## config.mk

```make
export PLATFORM = sky130hd
export DESIGN_NAME = alu_seq
export DESIGN_NICKNAME = d
export VERILOG_FILES = /design/src/rtl/alu_seq.sv
export SDC_FILE = /design/constraint.sdc
export NUM_CORES = 1
export LEC_CHECK = 0
export CAP_MARGIN = 10
export CORE_MARGIN = 4
export CORE_UTILIZATION = 59
export DETAILED_ROUTE_END_ITERATION = 12
export PLACE_DENSITY = 0.95
export RECOVER_POWER = 25
export SLEW_MARGIN = 10
export SYNTH_ARGS = -nofsm -noshare
export SYNTH_HDL_FRONTEND = slang
export SYNTH_SLANG_ARGS = --single-unit
```

## constraint.sdc

```tcl
create_clock -name clk -period 3.2 [get_ports clk]
set_clock_uncertainty 0.05 [all_clocks]
set_input_delay 0.64 -clock clk [delete_from_list [all_inputs] [get_ports clk]]
set_output_delay 0.64 -clock clk [all_outputs]
set_load 0.01 [all_outputs]
```

## src/rtl/alu_seq.sv

```systemverilog
// Registered ALU: single-cycle logic/arith ops, multi-cycle shift-add MUL and restoring DIV.
// Optional divider datapath enabled by defining ALU_DIV_EN; otherwise opcode 0010 is illegal.
module alu_seq #(
  parameter int WIDTH = 4
) (
  input  logic             clk,
  input  logic             rst_n,
  input  logic             start,
  input  logic [3:0]       opcode,
  input  logic [WIDTH-1:0] A,
  input  logic [WIDTH-1:0] B,
  output logic             busy,
  output logic             done,
  output logic [WIDTH-1:0] result,
  output logic [WIDTH-1:0] remainder,
  output logic             zero_flag,
  output logic             negative_flag,
  output logic             carry_flag,
  output logic             overflow_flag
);

  typedef enum logic [1:0] {IDLE, EXEC, DONE} state_e;

  typedef enum logic [3:0] {
    OP_MUL = 4'b0001,
    OP_DIV = 4'b0010,
    OP_ADD = 4'b1000,
    OP_SUB = 4'b1001,
    OP_AND = 4'b1010,
    OP_OR  = 4'b1011,
    OP_XOR = 4'b1100,
    OP_NOT = 4'b1101,
    OP_SHL = 4'b1110,
    OP_SHR = 4'b1111
  } op_e;

  localparam int CW = $clog2(WIDTH + 1);
  localparam logic [CW-1:0] LAST = CW'(WIDTH - 1);

  state_e           state, state_next;
  logic [WIDTH-1:0] acc_hi, acc_lo, opnd;
  logic [CW-1:0]    count;
  logic             multi_op, load_op, load_sc, load_mc;

  logic [WIDTH-1:0] sc_res;
  logic             sc_c, sc_v;
  logic [WIDTH:0]   wide;

  logic [WIDTH:0]   mul_sum;
  logic [WIDTH-1:0] it_hi, it_lo;
  logic             mc_c, mc_v;

  logic [WIDTH-1:0] nx_res, nx_rem;
  logic             nx_c, nx_v;

`ifdef ALU_DIV_EN
  logic             op_mul;
  logic [WIDTH:0]   div_sh;
  logic [WIDTH-1:0] div_diff;
  logic             div_ge;

  assign multi_op = (opcode == OP_MUL) || (opcode == OP_DIV);
  assign div_sh   = {acc_hi, acc_lo[WIDTH-1]};
  assign div_ge   = div_sh >= {1'b0, opnd};
  assign div_diff = div_sh[WIDTH-1:0] - opnd;
`else
  assign multi_op = (opcode == OP_MUL);
`endif

  assign busy = (state == EXEC);
  assign done = (state == DONE);

  always_comb begin
    sc_res = '0;
    sc_c   = 1'b0;
    sc_v   = 1'b0;
    wide   = '0;
    case (opcode)
      OP_ADD: begin
        wide   = {1'b0, A} + {1'b0, B};
        sc_res = wide[WIDTH-1:0];
        sc_c   = wide[WIDTH];
        sc_v   = (A[WIDTH-1] == B[WIDTH-1]) && (sc_res[WIDTH-1] != A[WIDTH-1]);
      end
      OP_SUB: begin
        wide   = {1'b0, A} - {1'b0, B};
        sc_res = wide[WIDTH-1:0];
        sc_c   = wide[WIDTH];
        sc_v   = (A[WIDTH-1] != B[WIDTH-1]) && (sc_res[WIDTH-1] == B[WIDTH-1]);
      end
      OP_AND: sc_res = A & B;
      OP_OR:  sc_res = A | B;
      OP_XOR: sc_res = A ^ B;
      OP_NOT: sc_res = ~A;
      OP_SHL: begin
        sc_res = {A[WIDTH-2:0], 1'b0};
        sc_c   = A[WIDTH-1];
      end
      OP_SHR: begin
        sc_res = {1'b0, A[WIDTH-1:1]};
        sc_c   = A[0];
      end
      default: ;
    endcase
  end

  // acc_hi:acc_lo is the product (MUL) or remainder:quotient (DIV) shift pair
  assign mul_sum = {1'b0, acc_hi} + (acc_lo[0] ? {1'b0, opnd} : '0);

  always_comb begin
    it_hi = mul_sum[WIDTH:1];
    it_lo = {mul_sum[0], acc_lo[WIDTH-1:1]};
    mc_c  = |it_hi;
    mc_v  = 1'b0;
`ifdef ALU_DIV_EN
    // B == 0 always "fits": quotient fills with ones and A shifts through into the remainder
    if (!op_mul) begin
      it_hi = div_ge ? div_diff : div_sh[WIDTH-1:0];
      it_lo = {acc_lo[WIDTH-2:0], div_ge};
      mc_c  = 1'b0;
      mc_v  = (opnd == '0);
    end
`endif
  end

  always_comb begin
    nx_res = sc_res;
    nx_rem = '0;
    nx_c   = sc_c;
    nx_v   = sc_v;
    if (state == EXEC) begin
      nx_res = it_lo;
      nx_rem = it_hi;
      nx_c   = mc_c;
      nx_v   = mc_v;
    end
  end

  always_comb begin
    state_next = state;
    load_op    = 1'b0;
    load_sc    = 1'b0;
    load_mc    = 1'b0;
    case (state)
      IDLE, DONE: begin
        state_next = IDLE;
        if (start) begin
          if (multi_op) begin
            state_next = EXEC;
            load_op    = 1'b1;
          end else begin
            state_next = DONE;
            load_sc    = 1'b1;
          end
        end
      end
      EXEC: begin
        if (count == LAST) begin
          state_next = DONE;
          load_mc    = 1'b1;
        end
      end
      default: state_next = IDLE;
    endcase
  end

  always_ff @(posedge clk or negedge rst_n) begin
    if (!rst_n) state <= IDLE;
    else        state <= state_next;
  end

  always_ff @(posedge clk or negedge rst_n) begin
    if (!rst_n) begin
      acc_hi <= '0;
      acc_lo <= '0;
      opnd   <= '0;
      count  <= '0;
`ifdef ALU_DIV_EN
      op_mul <= 1'b0;
`endif
    end else if (load_op) begin
      acc_hi <= '0;
      count  <= '0;
`ifdef ALU_DIV_EN
      op_mul <= (opcode == OP_MUL);
      if (opcode == OP_MUL) begin
        acc_lo <= B;
        opnd   <= A;
      end else begin
        acc_lo <= A;
        opnd   <= B;
      end
`else
      acc_lo <= B;
      opnd   <= A;
`endif
    end else if (state == EXEC) begin
      acc_hi <= it_hi;
      acc_lo <= it_lo;
      count  <= count + CW'(1);
    end
  end

  always_ff @(posedge clk or negedge rst_n) begin
    if (!rst_n) begin
      result        <= '0;
      remainder     <= '0;
      zero_flag     <= 1'b0;
      negative_flag <= 1'b0;
      carry_flag    <= 1'b0;
      overflow_flag <= 1'b0;
    end else if (load_sc || load_mc) begin
      result        <= nx_res;
      remainder     <= nx_rem;
      zero_flag     <= (nx_res == '0);
      negative_flag <= nx_res[WIDTH-1];
      carry_flag    <= nx_c;
      overflow_flag <= nx_v;
    end
  end

endmodule
```

======== Word-level counts from Yosys, hierarchy flattened ========
Cells that the tools add are included.
word-level totals
  memory bits (read-only) ................. 0
  bits in latches ......................... 0
  memories ................................ 0
  bits in writable memories ............... 0
  bits of input ports ..................... 15
  bits in registers ....................... 29
  word-level logic and storage cells ...... 70
  output and inout port bits .............. 14
cells by class
  multiplexer cells ....................... 26
  shift operators ......................... 0
  multipliers ............................. 0
  add/subtract/negate cells ............... 4
  eq/ne operators ......................... 17
  reductions and logical operators ........ 8
  divide/modulo/power cells ............... 0
  bitwise logic cells ..................... 4
  magnitude comparators ................... 0
operators with widths
  operator                                                               count
  4-bit equality test, second input constant                             8
  4-bit one-hot mux with 8 select lines                                  1
  4-bit 2-to-1 mux                                                       7
  4-bit by 4-bit adder with 5-bit output                                 2
  1-bit 2-to-1 mux                                                       10
  2-bit 2-to-1 mux                                                       3
  3-bit 2-to-1 mux                                                       2
  4-bit by 4-bit subtractor with 5-bit output                            1
  4-bit bitwise AND                                                      1
  4-bit by 1-bit equality test with 1-bit output, second input constant  1
  4-bit zero test                                                        1
  4-bit NOT                                                              1
  4-bit OR                                                               1
  1-bit one-hot mux with 4 select lines                                  1
  2-bit one-hot mux with 2 select lines                                  1
  4-bit OR reduction                                                     1
  4-bit bitwise XOR                                                      1
  3-bit by 1-bit adder with 3-bit output, second input constant          1
  3-bit by 2-bit equality test with 1-bit output, second input constant  1
  1-bit equality test                                                    2
  2-bit by 1-bit equality test with 1-bit output, second input constant  1
  2-bit equality test, second input constant                             1
  1-bit logical AND                                                      2
  2-bit zero test                                                        1
  other kinds (6)                                                        7

======== Logic depth before layout (Yosys ltp) ========
Gate-level depths: netlist of the first run.
  depth after elaboration ................. 5
  depth in mapped cells ................... 9
  depth with buffers taken out ............ 9

======== Worst setup path after synthesis of the first run ========
OpenSTA, ideal clock, no wires.
  path type ............................... in2reg
  start ................................... input port A[0]
  end ..................................... register result[1]
  buffers on the path ..................... 0
  required time ........................... 3025 ps
  slack ................................... 728 ps
  stages on the path ...................... 8
  data arrival time ....................... 2297 ps
  library setup time ...................... 125 ps
  path through ............................ inv_1 ha_1 inv_1 fa_1 a221o_1 a222oi_1 o21ai_1 mux2_2
between the ends
  word-level cells in the longest chain between the ends .. 3
  elaborated cells on any way between the ends .. 4
  those cells by class .................... 2 x add/sub; 2 x mux
ends and longest elaborated chain
  item                                                                                                          line    RTL
  start: declaration                                                                                            10      input logic [WIDTH-1:0] A,
  4-bit by 4-bit subtractor with 5-bit output / 4-bit by 4-bit adder with 5-bit output (equally long branches)  86, 80
  4-bit one-hot mux with 8 select lines *                                                                       78      case (opcode)
  4-bit 2-to-1 mux *                                                                                            131     if (state == EXEC) begin
  end signal: assignment                                                                                        213     result <= nx_res;
  end: declaration                                                                                              14      output logic [WIDTH-1:0] result,
Every way passes the cells marked *; elsewhere a longest branch is shown, timed or not.
A chain may end at the register's enable or synchronous reset.

======== Final worst setup path of the first run ========
  start ................................... input port B[0]
  end ..................................... register result[2]
between the ends
  word-level cells in the longest chain between the ends .. 3
  elaborated cells on any way between the ends .. 4
  those cells by class .................... 2 x add/sub; 2 x mux
ends and longest elaborated chain
  item                                                                                                          line    RTL
  start: declaration                                                                                            11      input logic [WIDTH-1:0] B,
  4-bit by 4-bit subtractor with 5-bit output / 4-bit by 4-bit adder with 5-bit output (equally long branches)  86, 80
  4-bit one-hot mux with 8 select lines *                                                                       78
  4-bit 2-to-1 mux *                                                                                            131
Marked as above.

==> results of run 1 <==
-- final timing paths --
check,to,startpoint,slack (ns)
max in group asynchronous,opnd[0],rst_n,1.19
hold / removal,remainder[1],remainder[1],0.43
min in group asynchronous,count[1],rst_n,1.09
hold reg to reg,remainder[1],remainder[1],0.43
setup / recovery,result[2],B[0],0.35
setup reg to reg,carry_flag,acc_lo[0],1.00
-- power by group --
group          total, W  internal [W]  switching [W]
registers      0.000502      0.000441      0.0000611
logic          0.000434      0.000212       0.000222
clock network  0.000232      0.000127       0.000105
-- cell families after synthesis --
kind of cell	count (synthesis)
simple gates	69
xor+xnor	5
compound gates	60
flops	28
buf+inv	34
mux	9
fa+ha+maj	21
-- per-stage QoR --
stage / hold WS [ns] / TNS [ns] / cell area, um2
3_3_place_gp: 0.4021 / 0 / 2501
3_5_place_dp: 0.4049 / -0.003432 / 2501
5_1_grt: 0.4699 / 0 / 2550
6_report: 0.4336 / 0 / 2550
2_1_floorplan: 0.2944 / 0 / 2112
4_1_cts: 0.4372 / 0 / 2554
-- worst register-to-register path, stage by stage (launching register included) --
cell and delay (ns):
dfrtp_1 0.42, and2_1 0.16, ha_1 0.17, inv_1 0.05, fa_1 0.39, xor2_1 0.20, nand3_1 0.11, nor3b_1 0.28
a31o_2 0.18, a31oi_1 0.08
-- flip-flops by register name, indices dropped and copies added (netlist names) --
| signal | cells |
|---|---|
| overflow_flag | 1 |
| opnd | 4 |
| state | 2 |
| count | 3 |
| acc_lo | 4 |
| acc_hi | 4 |
| remainder | 4 |
| zero_flag | 1 |
| carry_flag | 1 |
| result | 4 |
-- metal layers --
layer / GRT usage (%) / vias to the layer above / share of wire (%) / wire length, um
met2: 40.22 / 76 / 47 / 2391
met5: 0 / - / 0 / 0
met4: 8.933 / 0 / 2.5 / 129
met1: 33.23 / 879 / 43 / 2190
met3: 3.284 / 15 / 7.4 / 378
li1: - / 876 / - / -
-- cells in the mapped netlist, types with 4 or more instances --
cell / n
nor2_1: 5
a21oi_1: 7
ha_1: 18
o21ai_0: 13
nor2b_1: 9
mux2_2: 7
clkbuf_1: 5
nand2b_1: 4
a21o_1: 7
nand2_1: 30
dfrtp_1: 28
and2_1: 4
inv_1: 20
-- layout make-up --
type	instances	area (um2)	share of cell area [%]
clock buffers	3	22.52	0.8832
clock inverters	1	30.03	1.178
inverters	23	93.84	3.680
multi-input cells	164	1249	48.97
flip-flops and latches	28	700.7	27.48
well taps	46	57.56	2.257
repair buffers	44	396.6	15.55
==> metrics.yaml, run 1 <==
status: "complete, no violations"
synthAdderAreaFrac_pct: 13.51
finalNetCount: 300
fill_cells: 230
cts_tree: "built"
final_common_cell: "nand2_1"
syn_area_per_cell_um2: 9.345
final-setup-viol-count: 0
antenna_found_initial: 0
final_cell_mix: "nand2_1 (30), dfrtp_1 (28), clkdlybuf4s50_1 (27)"
p_leak_nw: 1.179
crit_type: "in -> reg"
synthesis.area_um2: 2112
avgViaCountPerCell: 5.974
path_buf_inv: 2
die_w_um: 67.83
synth.distinct_cells: 57
io_buffers: 28
dp_worst_setup_slack_ns: -0.003432
clk_pin_slew_ns: 0.15
synthFlopType: "dfrtp_1"
slew_viol_final: 0
cp-end-kind: "flip-flop"
areaGrowthSynthToFinish_pct: 20.73
htree_levels: 1
grt_pass1_wl_um: 8376
utilization_pct: 75.23
hold_buffers: 0
critPathSlowestCell: "clkdlybuf4s50_1"
place_inst: 305
hold_path_depth: 2
fin_crit_ns: 2.847
path_cells: "clkdlybuf4s50_1, ha_1, inv_1, fa_1, or3_1, a2111oi_0, a211oi_1, o211ai_2, mux2_2"
wl_um: 5089
vias: 1846
cp.depth: 9
gp_congestion: 0.9220
gr-total-overflow: 0
fin_cells: 309
drv_cap: 0
power.density_nw_per_um2: 458.2
die_h_um: 67.83
synth_compound_area_share_pct: 20.79
relSlewSlack_pct: 5.216
numCtsBuffers: 3
cts_max_path_buffers: 2
postCtsSetupBuffers: 0
clock_latency_ns: 0.34
num_antenna_cells: 0
synth.area.top_cells: "dfrtp_1 (33%), ha_1 (11%), nand2_1 (5.3%)"
tightest_slew_ns: 1.422
dieArea_um2: 4601
first_pass_iters: 4
cp_slowest_stage_delay_ns: 0.53
cts_root_buf: "clkbuf_4"
yosys_warnings: 0
critical-path-top-delay-family: "compound AO/OA/AOI/OAI gates"
reg2reg_depth: 9
synth_xor_xnor_area_share_pct: 2.073
synth_top_cell_by_area: "dfrtp_1"
ys_seq_area_share_pct: 33.18
synth_nets: 262
report.power.total_w: 0.001168
rsz0062_at_grt: "false"
synth_seq_cells: 28
critPathLaunchType: "input port"
drt_iter0_drc: 226
core_area_um2: 3390
initial_utilization_pct: 62.31
drive_gt1_share_pct: 14.45
wl_per_cell_um: 16.47
synth_edf_count: 0
dp.final_hpwl_um: 4008
ant_nets: 0
ys_async_sr_fraction_pct: 100.0
gr-usage-all-layers_pct: 24.52
grt_max_degree: 29
hold_viol: 0
cts.sinks: 28
synth_top_family_by_area: "compound AO/OA/AOI/OAI gates"
synthCells: 226
fin_crit_sh_pct: 88.96
fin_ws_ns: 0.3534
yosys.area.top_type_share_pct: 33.18
cp.required_ns: 3.44
fmax_mhz: 351.3
grt_pass1_vias: 1778
drcViolationCount: 0
synth-simple-area-share_pct: 18.07
cts_resized: 0
hp-class: "reg -> reg"
crit_fanout: 4
cp_data_arrival_time_ns: 3.09
synthMuxAreaShare_pct: 4.680
rows: 21
vdd_ir_drop_max_mv: 0.3120
io_pins: 29
Note: power is estimated with default switching activity, not from simulation.
==> inputs of run 2 (changes only) <==
CORE_UTILIZATION = 65   (was 59)
DONT_BUFFER_PORTS = 1   (was unset)
PLACE_DENSITY = 0.91   (was 0.95)
==> metrics.yaml, run 2 (synthesized netlist as in run 1, its figures left out) <==
final_cell_mix: "nand2_1 (30), dfrtp_1 (28), inv_1 (20)"  # was nand2_1 (30), dfrtp_1 (28), clkdlybuf4s50_1 (27)
dp.final_hpwl_um: 3674  # was 4008 um
crit_type: "reg -> reg"  # was in -> reg
power.density_nw_per_um2: 492.2  # was 458.2 nW/um2
die_w_um: 65  # was 67.83 um
cts_tree: "built"  # unchanged
fin_crit_sh_pct: 72.93  # was 88.96%
critical-path-top-delay-family: "simple AND/OR/NAND/NOR gates"  # was compound AO/OA/AOI/OAI gates
areaGrowthSynthToFinish_pct: 2.725  # was 20.73%
ant_nets: 0  # unchanged
hold_viol: 0  # unchanged
htree_levels: 1  # unchanged
cts_root_buf: "clkbuf_4"  # unchanged
relSlewSlack_pct: 4.342  # was 5.216%
tightest_slew_ns: 1.435  # was 1.422 ns
fin_ws_ns: 0.8661  # was 0.3534 ns
wl_um: 4760  # was 5089 um
reg2reg_depth: 7  # was 9
highest_layer: "met4"  # unchanged
cp-end-kind: "flip-flop"  # unchanged
avgViaCountPerCell: 6.256  # was 5.974
wl_per_cell_um: 17.89  # was 16.47 um
numCtsBuffers: 3  # unchanged
place_area_um2: 2113  # was 2501 um2
critPathLaunchType: "flip-flop"  # was input port
cts_max_path_buffers: 2  # unchanged
dp_worst_setup_slack_ns: 0.5110  # was -0.003432 ns
drv_cap: 0  # unchanged
status: "complete, no violations"  # unchanged
initial_utilization_pct: 68.62  # was 62.31%
postCtsSetupBuffers: 0  # unchanged
path_cells: "nand2b_1, inv_4, a21oi_4, inv_6, o2111ai_1, or4_4, o41ai_2"  # was clkdlybuf4s50_1, ha_1, inv_1, fa_1, or3_1, a2111oi_0, a211oi_1, o211ai_2, mux2_2
gr-usage-all-layers_pct: 24.99  # was 24.52%
slew_viol_final: 0  # unchanged
first_pass_iters: 4  # unchanged
io_buffers: 0  # was 28
wl_met2_um: 2281  # was 2391 um
num_antenna_cells: 0  # unchanged
fin_tns_setup_ns: 0  # unchanged
final-setup-viol-count: 0  # unchanged
antenna_found_initial: 0  # unchanged
drt_iter0_drc: 145  # was 226
drive_gt1_share_pct: 11.26  # was 14.45%
core_area_um2: 3078  # was 3390 um2
cts.sinks: 28  # unchanged
fin_crit_ns: 2.334  # was 2.847 ns
clk_pin_slew_ns: 0.14  # was 0.15 ns
crit_fanout: 12  # was 4
hold_path_depth: 1  # was 2
drt-met1-wl_um: 1986  # was 2190 um
vdd_ir_drop_max_mv: 0.3331  # was 0.3120 mV
cp.depth: 7  # was 9
fmax_mhz: 428.5  # was 351.3 MHz
gr-total-overflow: 0  # unchanged
cp_slowest_stage_delay_ns: 0.44  # was 0.53 ns
final_area_um2: 2170  # was 2550 um2
vias: 1664  # was 1846
die_h_um: 65  # was 67.83 um
clock_latency_ns: 0.34  # about the same
finalNetCount: 259  # was 300
hp-class: "in -> reg"  # was reg -> reg
rows: 20  # was 21
p_leak_nw: 1.012  # was 1.179 nW
dieArea_um2: 4225  # was 4601 um2
io_pins: 29  # unchanged
grt_pass1_vias: 1687  # was 1778
cp.required_ns: 3.40  # was 3.44 ns
cp_data_arrival_time_ns: 2.54  # was 3.09 ns
utilization_pct: 70.49  # was 75.23%
final_common_cell: "nand2_1"  # unchanged
gp_congestion: 0.9515  # was 0.9220
drcViolationCount: 0  # unchanged
rsz0062_at_grt: "false"  # unchanged
critPathSlowestCell: "or4_4"  # was clkdlybuf4s50_1
path_buf_inv: 2  # unchanged
hold_ws_ns: 0.3640  # was 0.4336 ns
grt_max_degree: 29  # unchanged
wl_met3_um: 437  # was 378 um
grt_pass1_wl_um: 8093  # was 8376 um
run 2: changes by cell type in the layout (fill, tap and decap cells not counted):
| cell | before | now |
|---|---|---|
| dlygate4sd3_1 | 1 | 0 |
| buf_4 | 15 | 2 |
| clkdlybuf4s50_1 | 27 | 0 |
run 2: timing repair:
| item | in CTS | in global routing |
|---|---|---|
| gates resized for setup | 0 | 0 |
| hold buffers | 1 | 0 |
| hold endpoints to repair | 28 | 0 |
run 2: power by group:
| part | internal, W | total [W] | switching (W) |
|---|---|---|---|
| logic | 0.000149 | 0.000332 | 0.000183 |
| registers | 0.000441 | 0.000506 | 0.0000654 |
| clock network | 0.000127 | 0.000230 | 0.000103 |
| total | 0.000717 | 0.00107 | 0.000351 |
run 2: area by class of cell:
| cell class | count | area (um2) |
|---|---|---|
| Timing Repair Buffer | 3 | 18.77 |
| Sequential cell | 28 | 700.7 |
| Fill cell | 255 | 908.4 |
| Tap cell | 44 | 55.05 |
| Multi-Input combinational cell | 164 | 1249 |
| Inverter | 23 | 93.84 |
| Clock buffer | 3 | 22.52 |
| Clock inverter | 1 | 30.03 |
run 2: worst paths after layout:
check / from / end / slack [ns]
worst min-delay path: B[3] / acc_lo[3] / 0.36
max in group asynchronous: rst_n / opnd[1] / 1.71
min in group asynchronous: rst_n / result[3] / 0.56
worst max register to register: state[1] / zero_flag / 0.87
worst max-delay path: state[1] / zero_flag / 0.87
worst min register to register: acc_hi[0] / acc_hi[0] / 0.47
run 2: per-stage QoR:
step	std cells	total power, W
6_report	266	0.001068
5_1_grt	266	0.001140
4_1_cts	266	0.001074
3_5_place_dp	261	0.0008349
3_3_place_gp	261	0.0008084
2_1_floorplan	226	0.0007660
run 2: routing by layer:
layer	track usage, %	vias to the layer above
met5	0	-
met4	7.652	0
met3	5.373	5
met2	39.97	78
met1	33.77	794
li1	-	787
